**config.mk**
```make
export PLATFORM = sky130hd
export DESIGN_NAME = smc777_char_fetch
export DESIGN_NICKNAME = d
export VERILOG_FILES = /design/src/rtl/smc777_char_fetch.sv
export SDC_FILE = /design/constraint.sdc
export NUM_CORES = 1
export LEC_CHECK = 0
export ABC_AREA = 1
export CORE_ASPECT_RATIO = 0.8
export CORE_UTILIZATION = 48
export DETAILED_ROUTE_END_ITERATION = 8
export HOLD_SLACK_MARGIN = 0.1
export PLACE_DENSITY = 0.86
export SETUP_SLACK_MARGIN = 0.2
export SYNTH_ARGS = -nofsm -noshare
export SYNTH_HDL_FRONTEND = slang
export SYNTH_SLANG_ARGS = --single-unit
```
**constraint.sdc**
```tcl
create_clock -name i_clk -period 2.05 [get_ports i_clk]
set_clock_uncertainty 0.1 [all_clocks]
set_input_delay 0.41 -clock i_clk [delete_from_list [all_inputs] [get_ports i_clk]]
set_output_delay 0.41 -clock i_clk [all_outputs]
set_load 0.02 [all_outputs]
```
**src/rtl/smc777_char_fetch.sv**
```systemverilog
// smc777_char_fetch
// Text-mode pixel generator that sits between the MC6845 CRTC and the video DAC.
// Each 8-pixel cell fetches a character code and an attribute from VRAM, then
// reads the font row from CGROM. The cell is displayed one cell later, with
// reverse, blink and cursor applied. Sync and DE are re-timed to the pixel path.
module smc777_char_fetch #(
    parameter int VRAM_AW      = 12,
    parameter int BLINK_FRAMES = 16
) (
    input  logic               i_clk,
    input  logic               i_reset_n,
    input  logic               i_ce_pix,
    input  logic               i_de,
    input  logic               i_hsync,
    input  logic               i_vsync,
    input  logic [13:0]        i_ma,
    input  logic [4:0]         i_ra,
    input  logic               i_cursor,
    input  logic [2:0]         i_bg_col,
    output logic [VRAM_AW-1:0] o_vram_addr,
    output logic               o_vram_rd,
    input  logic [7:0]         i_vram_q,
    output logic [10:0]        o_cg_addr,
    output logic               o_cg_rd,
    input  logic [7:0]         i_cg_q,
    output logic [2:0]         o_rgb,
    output logic               o_de,
    output logic               o_hs,
    output logic               o_vs,
    output logic               o_underrun
);

    localparam int FC_W = (BLINK_FRAMES > 1) ? $clog2(BLINK_FRAMES) : 1;

    typedef enum logic [2:0] {
        S_IDLE   = 3'd0,
        S_CODE_A = 3'd1,
        S_CODE_D = 3'd2,
        S_ATTR_A = 3'd3,
        S_ATTR_D = 3'd4,
        S_FONT_A = 3'd5,
        S_FONT_D = 3'd6
    } state_t;

    state_t             r_state;
    logic [2:0]         r_pix_cnt;
    logic [7:0]         r_de_sr;
    logic [7:0]         r_hs_sr;
    logic [7:0]         r_vs_sr;
    logic [VRAM_AW-2:0] r_ma;
    logic [2:0]         r_ra;
    logic               r_cur;
    logic [7:0]         r_code;
    logic [7:0]         r_buf_font;
    logic [4:0]         r_buf_attr;
    logic               r_buf_cur;
    logic               r_valid;
    logic [7:0]         r_sh_font;
    logic [4:0]         r_sh_attr;
    logic               r_sh_cur;
    logic [FC_W-1:0]    r_fcnt;
    logic               r_blink;

    logic               w_de_rise;
    logic [2:0]         w_pix_nxt;
    logic               w_cell;
    logic               w_ld;
    logic [7:0]         w_font;
    logic [4:0]         w_attr;
    logic               w_cur;
    logic               w_bit_glyph;
    logic               w_bit;
    logic [2:0]         w_pix_rgb;
    logic               w_vs_rise;
    logic               w_unused;

    // r_de_sr[0] is the DE value sampled on the previous pixel enable
    assign w_de_rise = i_de & ~r_de_sr[0];
    assign w_pix_nxt = w_de_rise ? 3'd0 : r_pix_cnt + 3'd1;
    assign w_cell    = i_ce_pix & (w_pix_nxt == 3'd0);

    // A completed fetch always leaves the FSM idle, so the idle term only
    // guards against a buffer being used while a restart is in flight.
    assign w_ld   = r_valid & (r_state == S_IDLE);
    assign w_font = w_cell ? (w_ld ? r_buf_font : 8'h00) : r_sh_font;
    assign w_attr = w_cell ? (w_ld ? r_buf_attr : 5'h00) : r_sh_attr;
    assign w_cur  = w_cell ? (w_ld & r_buf_cur) : r_sh_cur;

    assign w_bit_glyph = w_font[3'd7 - w_pix_nxt] ^ w_attr[3] ^ w_cur;
    assign w_bit       = (w_attr[4] & r_blink) ? w_attr[3] : w_bit_glyph;
    assign w_pix_rgb   = w_bit ? w_attr[2:0] : i_bg_col;

    assign w_vs_rise = i_vsync & ~r_vs_sr[0];

    assign w_unused = ^{i_ma[13:VRAM_AW-1], i_ra[4:3]};

    // Fetch sequencer: one state per clock, restarted by every cell start
    always_ff @(posedge i_clk or negedge i_reset_n) begin
        if (!i_reset_n) begin
            r_state     <= S_IDLE;
            o_vram_addr <= '0;
            o_vram_rd   <= 1'b0;
            o_cg_addr   <= '0;
            o_cg_rd     <= 1'b0;
            o_underrun  <= 1'b0;
            r_ma        <= '0;
            r_ra        <= '0;
            r_cur       <= 1'b0;
            r_code      <= '0;
            r_buf_font  <= '0;
            r_buf_attr  <= '0;
            r_buf_cur   <= 1'b0;
            r_valid     <= 1'b0;
        end else begin
            o_vram_rd <= 1'b0;
            o_cg_rd   <= 1'b0;
            if (w_cell) begin
                r_valid <= 1'b0;
                if (r_state != S_IDLE) begin
                    o_underrun <= 1'b1;
                end
                if (i_de) begin
                    r_ma        <= i_ma[VRAM_AW-2:0];
                    r_ra        <= i_ra[2:0];
                    r_cur       <= i_cursor;
                    o_vram_addr <= {i_ma[VRAM_AW-2:0], 1'b0};
                    o_vram_rd   <= 1'b1;
                    r_state     <= S_CODE_A;
                end else begin
                    r_state <= S_IDLE;
                end
            end else begin
                case (r_state)
                    S_CODE_A: r_state <= S_CODE_D;
                    S_CODE_D: begin
                        r_code      <= i_vram_q;
                        o_vram_addr <= {r_ma, 1'b1};
                        o_vram_rd   <= 1'b1;
                        r_state     <= S_ATTR_A;
                    end
                    S_ATTR_A: r_state <= S_ATTR_D;
                    S_ATTR_D: begin
                        r_buf_attr <= i_vram_q[4:0];
                        o_cg_addr  <= {r_code, r_ra};
                        o_cg_rd    <= 1'b1;
                        r_state    <= S_FONT_A;
                    end
                    S_FONT_A: r_state <= S_FONT_D;
                    S_FONT_D: begin
                        r_buf_font <= i_cg_q;
                        r_buf_cur  <= r_cur;
                        r_valid    <= 1'b1;
                        r_state    <= S_IDLE;
                    end
                    default: r_state <= S_IDLE;
                endcase
            end
        end
    end

    // Pixel counter, cell shifter, pixel output and sync re-timing
    always_ff @(posedge i_clk or negedge i_reset_n) begin
        if (!i_reset_n) begin
            r_pix_cnt <= '0;
            r_sh_font <= '0;
            r_sh_attr <= '0;
            r_sh_cur  <= 1'b0;
            r_de_sr   <= '0;
            r_hs_sr   <= '0;
            r_vs_sr   <= '0;
            o_rgb     <= '0;
            o_de      <= 1'b0;
            o_hs      <= 1'b0;
            o_vs      <= 1'b0;
        end else if (i_ce_pix) begin
            r_pix_cnt <= w_pix_nxt;
            if (w_cell) begin
                r_sh_font <= w_font;
                r_sh_attr <= w_attr;
                r_sh_cur  <= w_cur;
            end
            o_rgb   <= r_de_sr[7] ? w_pix_rgb : 3'd0;
            o_de    <= r_de_sr[7];
            o_hs    <= r_hs_sr[7];
            o_vs    <= r_vs_sr[7];
            r_de_sr <= {r_de_sr[6:0], i_de};
            r_hs_sr <= {r_hs_sr[6:0], i_hsync};
            r_vs_sr <= {r_vs_sr[6:0], i_vsync};
        end
    end

    // Blink phase: toggles once every BLINK_FRAMES vsync rising edges
    always_ff @(posedge i_clk or negedge i_reset_n) begin
        if (!i_reset_n) begin
            r_fcnt  <= '0;
            r_blink <= 1'b0;
        end else if (i_ce_pix && w_vs_rise) begin
            if (r_fcnt == FC_W'(BLINK_FRAMES - 1)) begin
                r_fcnt  <= '0;
                r_blink <= ~r_blink;
            end else begin
                r_fcnt <= r_fcnt + 1'b1;
            end
        end
    end

endmodule

```
==> flow_metrics.py, run 1 <==
metrics = {
    "run_status": {
        "status": "finished with violations",
        "violations": "negative setup slack",
    },
    "sta": {
        "rsz0062_at_grt": "true",
        "setup_ws_ns": -0.261,
        "drv_slew": 0,
        "tns_ns": -2.76,
        "relSlewSlack": 0.806,
        "fin_crit_sh": 1.13,
        "max_freq_mhz": 433,
        "timing.hold.ws_ns": 0.314,
        "tightest_slew_ns": 0.291,
        "min_period_ns": 2.31,
        "finalSetupViolations": 40,
        "hold_viol": 0,
    },
    "yosys": {
        "ys_seq_elements": 119,
        "syn-num-nets": 561,
        "yosys_warnings": 0,
        "synth_cell_type_count": 35,
        "seq_area_frac_synth": 0.594,
        "avgSynthCellArea_um2": 9.75,
        "syn_area_um2": 5010,
        "synth_cells": 514,
    },
    "finish": {
        "layout-drive-gt1-share": 0.253,
        "nNetsFinal": 682,
        "seq_area_um2": 2980,
        "top_register": "o_vram_addr",
        "antenna_cells": 0,
        "area_growth_pct": 41.5,
        "top_regs": "o_vram_addr: 12 flops, o_cg_addr: 11 flops, r_ma: 11 flops",
        "design_area_um2": 7090,
        "n_fill_cell": 661,
        "largest_reg_flops": 12,
        "multi_input_area_um2": 1940,
        "fin_cells": 784,
    },
    "die": {
        "io_pins": 77,
        "initial_utilization": 0.507,
        "die-height_um": 93.4,
        "fp.dieW_um": 116,
        "die-area_um2": 10900,
        "core_area_um2": 9890,
        "rows": 32,
    },
    "route": {
        "routedWlPerCell_um": 15.6,
        "vias": 4040,
        "routed_wl_um": 12200,
        "drc": 0,
        "drtIter0Drc": 324,
        "drtPass1Iterations": 4,
        "ant_nets": 0,
        "viasPerCell": 5.15,
    },
    "worst_setup_path": {
        "reg2reg_slack_ns": -0.26,
        "start_kind": "register",
        "r2r-start": "r_pix_cnt[0]$_DFFE_PN0P_",
        "crit_fanout": 8,
        "end_kind": "register",
        "worst-r2r-cell-count": 13,
        "critical_path_class": "reg2reg",
        "critical_path_arrival_ns": 2.52,
        "r2r-end": "o_rgb[1]$_DFFE_PN0P_",
        "cp.required_ns": 2.26,
    },
    "global_route": {
        "track_usage": 0.247,
        "grt_start_max_net_pins": 44,
        "grt_overflow": 0,
        "antenna_found_initial": 0,
        "grt_pass1_wl_um": 20100,
        "grt_pass1_vias": 4249,
    },
    "power_and_ir_drop": {
        "p_clk_frac": 0.299,
        "vdd_drop_max_uv": 840,
        "p_int_mw": 6.75,
        "swShare": 0.347,
        "p_seq_frac": 0.360,
        "p_comb_frac": 0.341,
        "p_switching_mw": 3.58,
        "p_leak_nw": 3.50,
        "p_per_area_nw_per_um2": 1460,
    },
    "clock_network": {
        "cts_root_buffer": "clkbuf_16",
        "htreeDepth": 4,
        "cts_tree": "done",
        "cts_buffers": 17,
        "clock_latency_ns": 0.42,
        "clkSinkCount": 119,
        "clk_pin_slew_ns": 0.06,
        "cts_buffer_depth": 2,
    },
    "placed_design": {
        "place_inst": 740,
        "portBuffers": 71,
        "gp_congestion": 0.846,
        "place_area_um2": 6180,
        "place_hpwl_um": 7530,
    },
    "run": {
        "maxCapViolCount": 0,
    },
    "min_path": {
        "min_path_type": "in2async",
    },
}
[worst max path at each step]
stage                                   from                    to  cells after the start
floorplan           r_pix_cnt[1]$_DFFE_PN0P_  o_rgb[0]$_DFFE_PN0P_                     16
global placement                        i_de  o_rgb[0]$_DFFE_PN0P_                     17
detailed placement                      i_de  o_rgb[0]$_DFFE_PN0P_                     16
CTS                 r_pix_cnt[1]$_DFFE_PN0P_  o_rgb[1]$_DFFE_PN0P_                     15
global route        r_pix_cnt[0]$_DFFE_PN0P_  o_rgb[0]$_DFFE_PN0P_                     15
finish              r_pix_cnt[0]$_DFFE_PN0P_  o_rgb[1]$_DFFE_PN0P_                     13
[cell usage in the layout (no fill, tap or decap), types with 18 or more instances in the layout]
master	count
buf_4	32
o21ai_0	41
dlygate4sd2_1	32
nand2_1	139
clkdlybuf4s50_1	38
clkbuf_16	18
nor2_1	21
mux2_2	21
dfrtp_1	119
inv_1	48
[cell families (layout without fill, tap and decap cells)]
| group | Yosys count | in the layout | share of synthesized area |
|---|---|---|---|
| buf+inv | 73 | 207 | 0.0639 |
| simple gates | 224 | 224 | 0.200 |
| fa+ha+maj | 2 | 2 | 0.00499 |
| mux | 24 | 24 | 0.0539 |
| xor+xnor | 3 | 3 | 0.00524 |
| compound gates | 69 | 69 | 0.0779 |
| flops | 119 | 119 | 0.594 |
[critical path, cell delays in order, from the launching register on]
cell     delay, ns
dfrtp_1       0.41
ha_4          0.27
o21ai_4       0.16
nand3_4       0.20
nand2_2       0.15
nand3_2       0.09
a21oi_2       0.20
nand2_4       0.09
nand3_4       0.10
nand3_4       0.09
nand2_4       0.10
nand3_1       0.09
nand3_1       0.09
nand2_1       0.06
[cells in the mapped netlist]
| master | number | area share |
|---|---|---|
| xnor2_1 | 1 | 0.0017 |
| nand2_2 | 12 | 0.015 |
| xor2_1 | 2 | 0.0035 |
| nand2_4 | 1 | 0.0022 |
| clkbuf_8 | 1 | 0.0027 |
| buf_2 | 6 | 0.0060 |
| nand4_1 | 5 | 0.0062 |
| a21oi_1 | 7 | 0.0070 |
| nand3_1 | 18 | 0.018 |
| nor2_2 | 2 | 0.0025 |
| ha_1 | 2 | 0.0050 |
| o21ai_0 | 42 | 0.042 |
| nand3_2 | 3 | 0.0060 |
| nor3_1 | 1 | 0.0010 |
| a31oi_1 | 11 | 0.014 |
| inv_1 | 51 | 0.038 |
| o21ai_2 | 1 | 0.0017 |
| nand3_4 | 2 | 0.0070 |
| clkbuf_1 | 11 | 0.0082 |
| dfrtp_1 | 119 | 0.59 |
| nor2_1 | 22 | 0.016 |
| and2_2 | 1 | 0.0015 |
| nand2_1 | 150 | 0.11 |
| buf_8 | 1 | 0.0030 |
| nand4_4 | 1 | 0.0042 |
| a21boi_0 | 1 | 0.0015 |
| mux2_2 | 24 | 0.054 |
| o21ai_4 | 1 | 0.0032 |
| inv_4 | 1 | 0.0012 |
| o21ai_1 | 1 | 0.0010 |
| nor3b_1 | 1 | 0.0015 |
| a21o_2 | 1 | 0.0017 |
| buf_6 | 2 | 0.0045 |
| and2_1 | 5 | 0.0062 |
| o21a_1 | 4 | 0.0060 |
[power by group through the flow]
stage / registers [mW] / clock network [mW] / logic, mW
after floorplan: 3.93 / 0 / 1.74
after global placement: 3.68 / 0 / 3.09
after detailed placement: 3.72 / 0 / 3.24
after CTS: 3.69 / 3.12 / 3.33
after global routing: 3.81 / 3.24 / 3.88
final: 3.72 / 3.09 / 3.53
[per-stage QoR]
| stage | utilization | total power, mW | setup slack (ns) |
|---|---|---|---|
| after floorplan | - | 5.67 | 0.00360 |
| after global placement | 0.624 | 6.77 | -0.379 |
| after detailed placement | 0.624 | 6.96 | -0.466 |
| after CTS | 0.702 | 10.1 | -0.183 |
| after global routing | 0.717 | 10.9 | -0.378 |
| final | 0.717 | 10.3 | -0.261 |
[layout make-up]
cell class / count / area share
sequential: 119 / 0.420
multi-input combinational: 322 / 0.273
timing repair buffer: 123 / 0.166
clock buffer: 19 / 0.0639
inverter: 52 / 0.0289
tap: 136 / 0.0240
clock inverter: 13 / 0.0238
[per-layer routing]
metal / wire length, um / GRT usage / vias up
met5: 0 / 0 / -
met4: 330 / 0.0994 / 0
met3: 472 / 0.0635 / 30
met2: 6270 / 0.412 / 108
met1: 5130 / 0.306 / 2007
li1: - / - / 1895
[repair_timing]
| item | in CTS | in global routing |
|---|---|---|
| resized for setup | 67 | 23 |
| hold buffers | 1 | 0 |
| buffers inserted | 4 | 5 |
| pin swaps | 5 | 12 |
| cloned | 1 | 1 |
| endpoints found under the setup margin | 101 | 75 |
| hold endpoints to repair | 54 | 0 |
Power figures use the tool's default switching activity.
==> inputs of run 2 (changes only) <==
SKIP_LAST_GASP = 1   (was default)
==> flow_metrics.py, run 2 (synthesized netlist as in run 1, its figures left out) <==
metrics = {
    "sta": {
        "max_freq_mhz": 432,
        "rsz0062_at_grt": "true",
        "setup_ws_ns": -0.267,
        "min_period_ns": 2.32,
        "tightest_slew_ns": 0.291,
        "finalSetupViolations": 43,
        "hold_viol": 0,
        "fin_crit_sh": 1.13,
        "relSlewSlack": 0.806,
        "drv_slew": 0,
    },
    "power_and_ir_drop": {
        "p_comb_frac": 0.341,
        "p_int_mw": 6.74,
        "p_leak_nw": 3.50,
        "p_seq_frac": 0.360,
        "swShare": 0.347,
        "p_per_area_nw_per_um2": 1460,
        "p_clk_frac": 0.299,
        "vdd_drop_max_uv": 840,
        "p_switching_mw": 3.58,
    },
    "finish": {
        "final_cell_mix": "139 x nand2_1, 119 x dfrtp_1, 48 x inv_1, 41 x o21ai_0, 38 x clkdlybuf4s50_1",
        "largest_reg_flops": 12,
        "antenna_cells": 0,
        "design_area_um2": 7080,
        "top_regs": "o_vram_addr: 12 flops, o_cg_addr: 11 flops, r_ma: 11 flops",
        "n_fill_cell": 661,
        "nNetsFinal": 682,
        "layout-drive-gt1-share": 0.253,
        "final_common_cell": "nand2_1",
        "top_register": "o_vram_addr",
        "area_growth_pct": 41.3,
        "final_util": 0.716,
    },
    "global_route": {
        "grt_start_max_net_pins": 44,
        "use_met1": 0.306,
        "antenna_found_initial": 0,
        "grt_pass1_wl_um": 20100,
        "grt_pass1_vias": 4249,
        "grt-busiest-layer": "met2",
        "track_usage": 0.247,
        "grt_overflow": 0,
        "met2_usage": 0.412,
        "grt_use_met3": 0.0635,
    },
    "route": {
        "ant_nets": 0,
        "vias": 4036,
        "drtIter0Drc": 330,
        "drtPass1Iterations": 6,
        "routedWlPerCell_um": 15.5,
        "routed_wl_um": 12100,
        "viasPerCell": 5.15,
        "drc": 0,
    },
    "min_path": {
        "min_path_type": "in2async",
    },
    "worst_setup_path": {
        "critical_path_arrival_ns": 2.52,
        "cpLargestDelayFamily": "simple AND/OR/NAND/NOR gates",
        "crit_chain": "ha_4 > o21ai_4 > nand3_4 > nand2_2 > nand3_2 > a21oi_2 > nand2_4 > nand3_4 > nand3_4 > nand2_4 > nand3_1 > nand3_1 > nand2_1",
        "cp_common_cell": "nand3_4",
        "r2r-end": "o_rgb[1]$_DFFE_PN0P_",
        "reg2reg_slack_ns": -0.27,
        "crit_fanout": 8,
        "start_kind": "register",
        "worst-r2r-cell-count": 13,
        "critPathBufInv": 0,
        "critPathMaxStageDelay_ns": 0.41,
        "slowest_stage": "dfrtp_1",
        "cp.depth": 13,
        "r2r-start": "r_pix_cnt[0]$_DFFE_PN0P_",
        "critical_path_class": "reg2reg",
        "cp.required_ns": 2.26,
        "end_kind": "register",
    },
    "die": {
        "die-area_um2": 10900,
        "io_pins": 77,
        "die-height_um": 93.4,
        "core_area_um2": 9890,
        "rows": 32,
        "fp.dieW_um": 116,
        "initial_utilization": 0.507,
    },
    "clock_network": {
        "htreeDepth": 4,
        "cts_buffers": 17,
        "cts_buffer_depth": 2,
        "cts_tree": "done",
        "clkSinkCount": 119,
        "clock_latency_ns": 0.42,
        "clk_pin_slew_ns": 0.06,
        "cts_root_buffer": "clkbuf_16",
    },
    "placed_design": {
        "place_area_um2": 6180,
        "portBuffers": 71,
        "place_ws_ns": -0.466,
        "place_hpwl_um": 7530,
        "gp_congestion": 0.846,
    },
    "run_status": {
        "violations": "negative setup slack",
        "status": "finished with violations",
    },
    "run": {
        "maxCapViolCount": 0,
    },
}
[run 2: cell counts in the layout (fill, tap and decap cells not counted)]
Identical to the previous run, type by type.
[run 2: what timing repair did]
item,4_1_cts,5_1_grt
setup endpoints to repair,101,75
hold buffers,1,0
cloned,1,1
gates resized for setup,67,21
pin swaps,5,12
hold endpoints to repair,54,0
setup buffers,4,5
[run 2: cell type report]
type                            instances  area (um2)  area share
Clock buffer                           19         453      0.0639
Clock inverter                         13         169      0.0238
Inverter                               52         205      0.0290
Multi-Input combinational cell        322        1940       0.274
Sequential cell                       119        2980       0.420
Tap cell                              136         170      0.0240
Timing Repair Buffer                  123        1170       0.165
[run 2: worst max path at each step]
stage / start / endpoint / slack, ns
after floorplan: r_pix_cnt[1]$_DFFE_PN0P_ / o_rgb[0]$_DFFE_PN0P_ / 0.004
after global placement: i_de / o_rgb[0]$_DFFE_PN0P_ / -0.38
after detailed placement: i_de / o_rgb[0]$_DFFE_PN0P_ / -0.47
after CTS: r_pix_cnt[1]$_DFFE_PN0P_ / o_rgb[1]$_DFFE_PN0P_ / -0.18
after global routing: r_pix_cnt[0]$_DFFE_PN0P_ / o_rgb[0]$_DFFE_PN0P_ / -0.38
final: r_pix_cnt[0]$_DFFE_PN0P_ / o_rgb[1]$_DFFE_PN0P_ / -0.27
[run 2: power by group through the flow]
stage,combinational [mW],clock [mW],sequential (mW)
global placement,3.09,0,3.68
finish,3.52,3.09,3.72
detailed placement,3.24,0,3.72
global route,3.86,3.24,3.81
floorplan,1.74,0,3.93
CTS,3.33,3.12,3.69
[run 2: worst register-to-register path: stages (launching register included)]
cell and delay (ns):
dfrtp_1 0.41, ha_4 0.27, o21ai_4 0.16, nand3_4 0.20
nand2_2 0.15, nand3_2 0.09, a21oi_2 0.20, nand2_4 0.09
nand3_4 0.10, nand3_4 0.09, nand2_4 0.11, nand3_1 0.09
nand3_1 0.09, nand2_1 0.06
[run 2: routing by layer]
| layer | wire length (um) | share of wire |
|---|---|---|
| met1 | 5170 | 0.43 |
| met2 | 6200 | 0.51 |
| met3 | 485 | 0.040 |
| met4 | 299 | 0.025 |
| met5 | 0 | 0 |
[run 2: metrics by stage]
step           setup TNS (ns)  power [mW]  hold WS (ns)  instances
6_report                -3.16        10.3         0.316        784
5_1_grt                 -8.15        10.9         0.341        784
4_1_cts                 -2.35        10.1         0.317        778
3_5_place_dp           -19.38        6.96         0.214        740
3_3_place_gp           -16.14        6.77         0.211        740
2_1_floorplan               0        5.67        0.0144        514
==> inputs of run 3 (changes only) <==
HOLD_SLACK_MARGIN = 0.08   (was 0.1)
==> results of run 3 <==
The final DEF is identical to that of run 2; final timing and power are the same.
